==> src/rtl/dac_spi_serializer.sv <==
// dac_spi_serializer
//   Downstream stage of the 12-bit triangle wave generator. Accepts one sample
//   per valid/ready handshake and shifts the 16-bit frame {CMD, sample} MSB
//   first to an SPI DAC in mode 0 (sclk idles low, data stable on rising edge).
//   After each frame cs_n is held high for a programmable hold time.
//   Optional feature macro: DAC_LDAC_EN adds an ldac_n strobe on the 2nd and
//   3rd hold cycles and lengthens the hold by three cycles.
`timescale 1ns/1ps
module dac_spi_serializer #(
    parameter int         CLK_DIV = 4,        // ref_clk cycles per sclk half-period (>= 1)
    parameter int         CS_HOLD = 2,        // minimum cs_n-high cycles between frames (>= 1)
    parameter logic [3:0] CMD     = 4'b0011   // command nibble sent ahead of the sample
) (
    input  logic        ref_clk,
    input  logic        rstn,
    input  logic [11:0] s_data,
    input  logic        s_valid,
    output logic        s_ready,
    output logic        sclk,
    output logic        sdo,
    output logic        cs_n,
    output logic        busy,
    output logic        frame_done
`ifdef DAC_LDAC_EN
    ,
    output logic        ldac_n
`endif
);

`ifdef DAC_LDAC_EN
    localparam int HOLD_LEN = CS_HOLD + 3;
`else
    localparam int HOLD_LEN = CS_HOLD;
`endif

    localparam int DIV_W  = (CLK_DIV  > 1) ? $clog2(CLK_DIV)  : 1;
    localparam int HOLD_W = (HOLD_LEN > 1) ? $clog2(HOLD_LEN) : 1;

    localparam logic [DIV_W-1:0]  DIV_LAST  = DIV_W'(CLK_DIV - 1);
    localparam logic [HOLD_W-1:0] HOLD_LAST = HOLD_W'(HOLD_LEN - 1);
    localparam logic [3:0]        BIT_LAST  = 4'd15;

    typedef enum logic [1:0] {
        IDLE  = 2'd0,
        SHIFT = 2'd1,
        HOLD  = 2'd2
    } state_t;

    state_t            state_q, state_d;
    // The bit currently on the wire lives in sdo_q; shift_q holds the 15 bits
    // still to come, next bit in [14].
    logic [14:0]       shift_q, shift_d;
    logic [DIV_W-1:0]  div_q, div_d;       // position inside the current sclk half-period
    logic [3:0]        bit_q, bit_d;       // index of the bit on the wire, 0 = MSB
    logic [HOLD_W-1:0] hold_q, hold_d;     // position inside the hold window

    logic s_ready_q, s_ready_d;
    logic cs_n_q, cs_n_d;
    logic sclk_q, sclk_d;
    logic sdo_q, sdo_d;
    logic busy_q, busy_d;
    logic frame_done_q, frame_done_d;
`ifdef DAC_LDAC_EN
    logic ldac_n_q, ldac_n_d;
`endif

    // Next-state and next-output logic; every pin comes straight from a flop.
    always_comb begin
        // NOTE: every *_d gets a default first, so no path through the case can infer a latch.
        state_d      = state_q;
        shift_d      = shift_q;
        div_d        = div_q;
        bit_d        = bit_q;
        hold_d       = hold_q;
        s_ready_d    = s_ready_q;
        cs_n_d       = cs_n_q;
        sclk_d       = sclk_q;
        sdo_d        = sdo_q;
        busy_d       = busy_q;
        frame_done_d = 1'b0;
`ifdef DAC_LDAC_EN
        ldac_n_d     = 1'b1;
`endif

        case (state_q)
            IDLE: begin
                // Ready rises on the first cycle after reset and stays up until an accept.
                s_ready_d = 1'b1;
                if (s_valid && s_ready_q) begin
                    state_d   = SHIFT;
                    shift_d   = {CMD[2:0], s_data};
                    sdo_d     = CMD[3];
                    div_d     = '0;
                    bit_d     = '0;
                    s_ready_d = 1'b0;
                    busy_d    = 1'b1;
                    cs_n_d    = 1'b0;
                    sclk_d    = 1'b0;
                end
            end

            SHIFT: begin
                if (div_q == DIV_LAST) begin
                    div_d = '0;
                    if (!sclk_q) begin
                        // End of the low phase: rising edge, sdo untouched.
                        sclk_d = 1'b1;
                    end else if (bit_q == BIT_LAST) begin
                        // End of the last high phase: release the DAC.
                        state_d      = HOLD;
                        hold_d       = '0;
                        cs_n_d       = 1'b1;
                        sclk_d       = 1'b0;
                        sdo_d        = 1'b0;
                        frame_done_d = 1'b1;
                    end else begin
                        // End of a bit: falling edge and the next bit goes out together.
                        bit_d   = bit_q + 4'd1;
                        sclk_d  = 1'b0;
                        sdo_d   = shift_q[14];
                        shift_d = {shift_q[13:0], 1'b0};
                    end
                end else begin
                    div_d = div_q + DIV_W'(1);
                end
            end

            HOLD: begin
                if (hold_q == HOLD_LAST) begin
                    state_d   = IDLE;
                    s_ready_d = 1'b1;
                    busy_d    = 1'b0;
                end else begin
                    hold_d = hold_q + HOLD_W'(1);
`ifdef DAC_LDAC_EN
                    // Next cycle is hold cycle 2 or 3: strobe LDAC, strictly after cs_n rose.
                    if ((hold_q == HOLD_W'(0)) || (hold_q == HOLD_W'(1))) begin
                        ldac_n_d = 1'b0;
                    end
`endif
                end
            end

            default: begin
                state_d   = IDLE;
                s_ready_d = 1'b0;
                busy_d    = 1'b0;
                cs_n_d    = 1'b1;
                sclk_d    = 1'b0;
                sdo_d     = 1'b0;
            end
        endcase
    end

    // State and output registers; reset is synchronous and active-low and aborts any frame.
    always_ff @(posedge ref_clk) begin
        // NOTE: non-blocking assignments, so every flop samples the pre-edge value of every other.
        if (!rstn) begin
            state_q      <= IDLE;
            shift_q      <= '0;
            div_q        <= '0;
            bit_q        <= '0;
            hold_q       <= '0;
            s_ready_q    <= 1'b0;
            cs_n_q       <= 1'b1;
            sclk_q       <= 1'b0;
            sdo_q        <= 1'b0;
            busy_q       <= 1'b0;
            frame_done_q <= 1'b0;
`ifdef DAC_LDAC_EN
            ldac_n_q     <= 1'b1;
`endif
        end else begin
            state_q      <= state_d;
            shift_q      <= shift_d;
            div_q        <= div_d;
            bit_q        <= bit_d;
            hold_q       <= hold_d;
            s_ready_q    <= s_ready_d;
            cs_n_q       <= cs_n_d;
            sclk_q       <= sclk_d;
            sdo_q        <= sdo_d;
            busy_q       <= busy_d;
            frame_done_q <= frame_done_d;
`ifdef DAC_LDAC_EN
            ldac_n_q     <= ldac_n_d;
`endif
        end
    end

    assign s_ready    = s_ready_q;
    assign cs_n       = cs_n_q;
    assign sclk       = sclk_q;
    assign sdo        = sdo_q;
    assign busy       = busy_q;
    assign frame_done = frame_done_q;
`ifdef DAC_LDAC_EN
    assign ldac_n     = ldac_n_q;
`endif

endmodule
==> config.mk <==
export PLATFORM = sky130hd
export DESIGN_NAME = dac_spi_serializer
export DESIGN_NICKNAME = d
export VERILOG_FILES = /design/src/rtl/dac_spi_serializer.sv
export SDC_FILE = /design/constraint.sdc
export NUM_CORES = 1
export LEC_CHECK = 0
export BUFFER_PORTS_ARGS = -buffer_cell sky130_fd_sc_hd__buf_2
export CAP_MARGIN = 20
export CORE_ASPECT_RATIO = 1.4
export CORE_UTILIZATION = 25
export CTS_CLUSTER_SIZE = 20
export DETAILED_ROUTE_END_ITERATION = 8
export GPL_ROUTABILITY_DRIVEN = 0
export GPL_TIMING_DRIVEN = 1
export SYNTH_ARGS = -nofsm -noshare
export SYNTH_HDL_FRONTEND = slang
export SYNTH_SLANG_ARGS = --single-unit
==> constraint.sdc <==
create_clock -name ref_clk -period 3.2 [get_ports ref_clk]
set_input_delay 0.16 -clock ref_clk [delete_from_list [all_inputs] [get_ports ref_clk]]
set_output_delay 0.16 -clock ref_clk [all_outputs]
set_load 0.03 [all_outputs]
# After elaboration in Yosys (flattened, before gate mapping)
# Cells that the tools add are included.
[classes]
addsub = 3
n_eq_ne = 10
mux = 43
n_bitwise = 2
n_reduce_logical = 14
[ops]
columns = ["operator", "count"]
rows = [
  ["two-way mux 15 bit", 4],
  ["one-hot mux 15 bit (2 select lines)", 1],
  ["two-way mux 1 bit", 18],
  ["two-way mux 4 bit", 4],
  ["one-hot mux 1 bit (3 select lines)", 5],
  ["AND reduction 5 bit", 3],
  ["two-way mux 2 bit", 7],
  ["inequality test 2 bit, second input constant", 6],
  ["AND reduction 4 bit", 3],
  ["one-hot mux 4 bit (2 select lines)", 1],
  ["one-hot mux 2 bit (3 select lines)", 1],
  ["AND reduction 3 bit", 2],
  ["adder 4 x 1 -> 4 bit, second input constant", 1],
  ["equality test 2 bit, second input constant", 2],
  ["equality test 4 bit, second input constant", 1],
  ["one-hot mux 2 bit (2 select lines)", 1],
  ["AND reduction 2 bit", 2],
  ["nonzero test 2 bit", 2],
  ["adder 2 x 1 -> 2 bit, second input constant", 1],
  ["equality test 2 x 1 -> 1 bit, second input constant", 1],
  ["logical NOT 2 bit", 1],
  ["NOT 1 bit", 2],
  ["one-hot mux 1 bit (2 select lines)", 1],
  ["adder 1 bit, second input constant", 1],
  ["logical AND 1 bit", 1],
]
[word_totals]
regBits = 30
output_inout_bits = 6
wordCells = 83

# Longest topological paths before layout
[logic_depth]
ltp_word = 5
mapped_depth = 6

# Least setup slack after synthesis
# No wires, ideal clock.
[synth_timing]
kind = "reg-to-reg"
start = "reg bit_q[0]"
end = "reg shift_q[11]"
arrival_time_ns = 1.430
required_ns = 3.112
slack_ns = 1.682
stages_incl_launch_ff = 7
path_buffers = 1
cell_sequence = "dfxtp_1 ha_1 a41o_1 a21oi_4 buf_6 nor2_2 a311oi_2"
[synth_via]
elab_chain_len = 3
[synth_lines]
columns = ["item", "line", "source"]
rows = [
  ["start, declared", "54", "logic [3:0] bit_q, bit_d;"],
  ["start signal, assigned", "177", "bit_q <= bit_d;"],
  ["equality test 4 bit", "108", "end else if (bit_q == BIT_LAST) begin"],
  ["inequality test 2 bit (no line)", "-", ""],
  ["AND reduction 5 bit (no line)", "-", ""],
  ["end signal, assigned", "175", "shift_q <= shift_d;"],
  ["end, declared", "52", "logic [14:0] shift_q, shift_d;"],
]
# No other way between the ends.
# A chain may end at the register's enable or synchronous reset.

# Final worst setup path
[layout_timing]
start = "reg state_q[0]"
end = "reg shift_q[4]"
[layout_via]
elab_chain_len = 3
word_cells_on_any_way = 9
[layout_lines]
columns = ["item", "line", "source"]
rows = [
  ["start, declared", "49", "state_t state_q, state_d;"],
  ["start signal, assigned", "174", "state_q <= state_d;"],
  ["equality test 2 x 1 -> 1 bit / logical NOT 2 bit (equally long branches)", "85", "case (state_q)"],
  ["inequality test 2 bit (no line) / nonzero test 2 bit (equally long branches)", "-", ""],
  ["AND reduction 5 bit (no line)", "-", ""],
]
# Several ways; a longest one is shown, not always the timed one.

==> reports/results.ini <==
[timing]
maxClockFrequency_mhz=508
worst_slack_ns=1.23
hold_violations=0
grt_setup_unrepaired=false
max-slew-margin-rel_pct=51.4
min_period_over_period_pct=61.6
setup_viol=0
totalNegativeSetupSlack_ns=0
tightestPinTransition_ns=0.728
min_period_ns=1.97
fin_clk_skew_ns=0.00358
holdWs_ns=0.136
final_max_slew_viol_count=0

[logic_synthesis]
ys_seq_elements=30
mappedNetlistArea_mm2=0.00137
synth-main-ff-cell=dfxtp_1
yosys.area_share.simple_pct=23.7
synth_top_cells_by_area=dfxtp_1, nand2_1, a311oi_1
syn-mean-instance-area_um2=8.68
cell_with_the_most_instances_after_synthesis=nand2_1
muxShareOfSynthArea_pct=0
synth-edff-count=0
synth_common_cells=nand2_1, dfxtp_1, nor2_1, a311oi_1
yosys.area_share.xor_xnor_pct=0
proportion_of_register_bits_with_asynchronous_set_or_reset_after_synthesis_pct=0
synth-compound-area-share_pct=25.1
synth_top_cell_by_area=dfxtp_1
synth_top_cell_area_share_pct=43.8
synth_net_count=175
post_synth_inst_count=158
post_synth_num_cell_types=38
synth_top_family_by_area=compound AO/OA/AOI/OAI gates
synth_adder_area_share_pct=1.82
yosysWarningCount=0
synth.yosys.seq_area_share_pct=43.8

[layout]
area_growth_pct=15.8
fin_nets=192
post_route_cells_drive_above_1_share_pct=21.6
diode_count=0
finalInstanceArea_mm2=0.00159

[critical_path]
worst_path_max_delay_cell=a21oi_4
crit_path_max_incr_delay_ns=0.64
timing_worst_setup_path_type=flip-flop to flip-flop
cp-startpoint=state_q[0]$_SDFFE_PN0P_
critPathRequiredTime_ns=3.38
endpoint_kind=flip-flop
crit_path_cell_trace=nand3_1 -> a21oi_4 -> nor2_1 -> a311oi_1
setup.reg_to_reg.worst_slack_ns=1.23
maximum_fanout_along_the_worst_path=28
timing.critical_path.from_type=flip-flop
rr_startpoint=state_q[0]$_SDFFE_PN0P_
cp_data_arrival_time_ns=2.15

[clocking]
cts-buffers-inserted=5
root_buffer=clkbuf_8
post-cts-setup-buffers=0
clk_latency_ns=0.28
cts_tree=yes
clkSinkCount=30
cts_repair_resize_count=0
post_cts_hold_buffer_count=0
cts.clk_slew.worst_paths_ns=0.06
cts.htree.levels=2
clock_tree.buffer_depth=2

[flow_run]
drv_cap=0

[placement]
dp_hpwl_um=1960
worst_slack_at_placement_ns=1.26
io_buffers=20
placedInstanceArea_mm2=0.00150

[floorplan]
ioPinCount=21
coreArea_mm2=0.00524
fp.dieArea_mm2=0.00579
die-width_um=64.6
die_height_um=89.6
rows=31
floorplan.initialDensity_pct=26.2

[route]
detail-route-antenna-nets=0
drt_iter0_markers=83
route.detailed.drc=0
ratio_of_routed_vias_to_standard_cells=4.87
wire_per_inst_um=11.7
vias=1179
detailedRoute.firstPassIterationCount=4
totalWireLength_um=2840

[global_routing]
grt_pass1_wl_um=4730
grt_start_max_net_pins=29
overflow_left_after_global_routing=0
grt_util_all_layers_pct=10.9
grt_pass1_vias=1033
grt_antenna_before_repair=0

[power_and_ir_drop]
report.power.total_uw=826
power.ir.vdd_worst_uv=153
power.density_mw_per_mm2=521
p_leak_nw=0.617

[worst_hold_path]
min_from=s_data[5]
worstHoldPathType=primary input to flip-flop

[outcome]
status=completed

worst max-delay path: cells and delay by family (launching register included):
family | cells | cell delay (ns)
DFF | 1 | 0.63
AOI/OAI and AO/OA | 2 | 0.92
and+or+nand+nor | 2 | 0.31
final timing paths:
path,endpoint,cells past startpoint
min reg2reg,cs_n$_SDFFE_PN1P_,2
min,shift_q[5]$_SDFFE_PN0P_,3
max reg2reg,shift_q[4]$_SDFFE_PN0P_,4
max,shift_q[4]$_SDFFE_PN0P_,4
logic make-up after synthesis:
| logic type | after synthesis |
|---|---|
| simple gates | 70 |
| buf+inv | 14 |
| compound gates | 42 |
| fa+ha+maj | 2 |
| flops | 30 |
area by class of cell:
cell class,count,area (um^2)
tap,66,82.6
fill,588,3650
multi-input combinational,114,694
timing repair buffer,21,108
clock inverter,1,5.00
inverter,3,11.3
clock buffer,7,86.3
sequential,30,601
layout by cell type (no fill, tap or decap), drive strengths merged, types with 2 or more instances in the layout:
cell type  netlist  final
a211oi           3      3
a21oi            7      7
a311oi          11     11
and3             2      2
buf              7     21
clkbuf           4      7
dfxtp           30     30
ha               2      2
inv              3      3
nand2           35     35
nand3            6      6
nand3b           2      2
nor2            17     17
nor2b            2      2
nor3             2      2
o21ai            4      4
o221a            2      2
o22ai            4      4
o31ai            2      2
stage by stage:
stage	utilization [%]	cells
after floorplan	-	158
after global placement	28.6	234
after detailed placement	28.6	234
after CTS	30.3	242
after global routing	30.3	242
final	30.3	242
report_power, final:
group	switching [mW]	internal, mW
Combinational	0.0606	0.0414
Sequential	0.0155	0.394
Clock	0.142	0.173
Total	0.218	0.608
sequential cells by signal, indices dropped and copies added, names as in the netlist:
name / cells
busy: 1
state_q: 2
cs_n: 1
shift_q: 15
sdo: 1
frame_done: 1
s_ready: 1
sclk: 1
hold_q: 1
div_q: 2
bit_q: 4
per-layer routing:
layer	global-route usage (%)	wire [um]	vias up
met2	17.4	1370	22
li1	-	-	601
met5	0	0	-
met4	7.27	66	0
met3	3.79	151	6
met1	12.3	1260	550
Note: power is estimated with default switching activity, not from simulation.
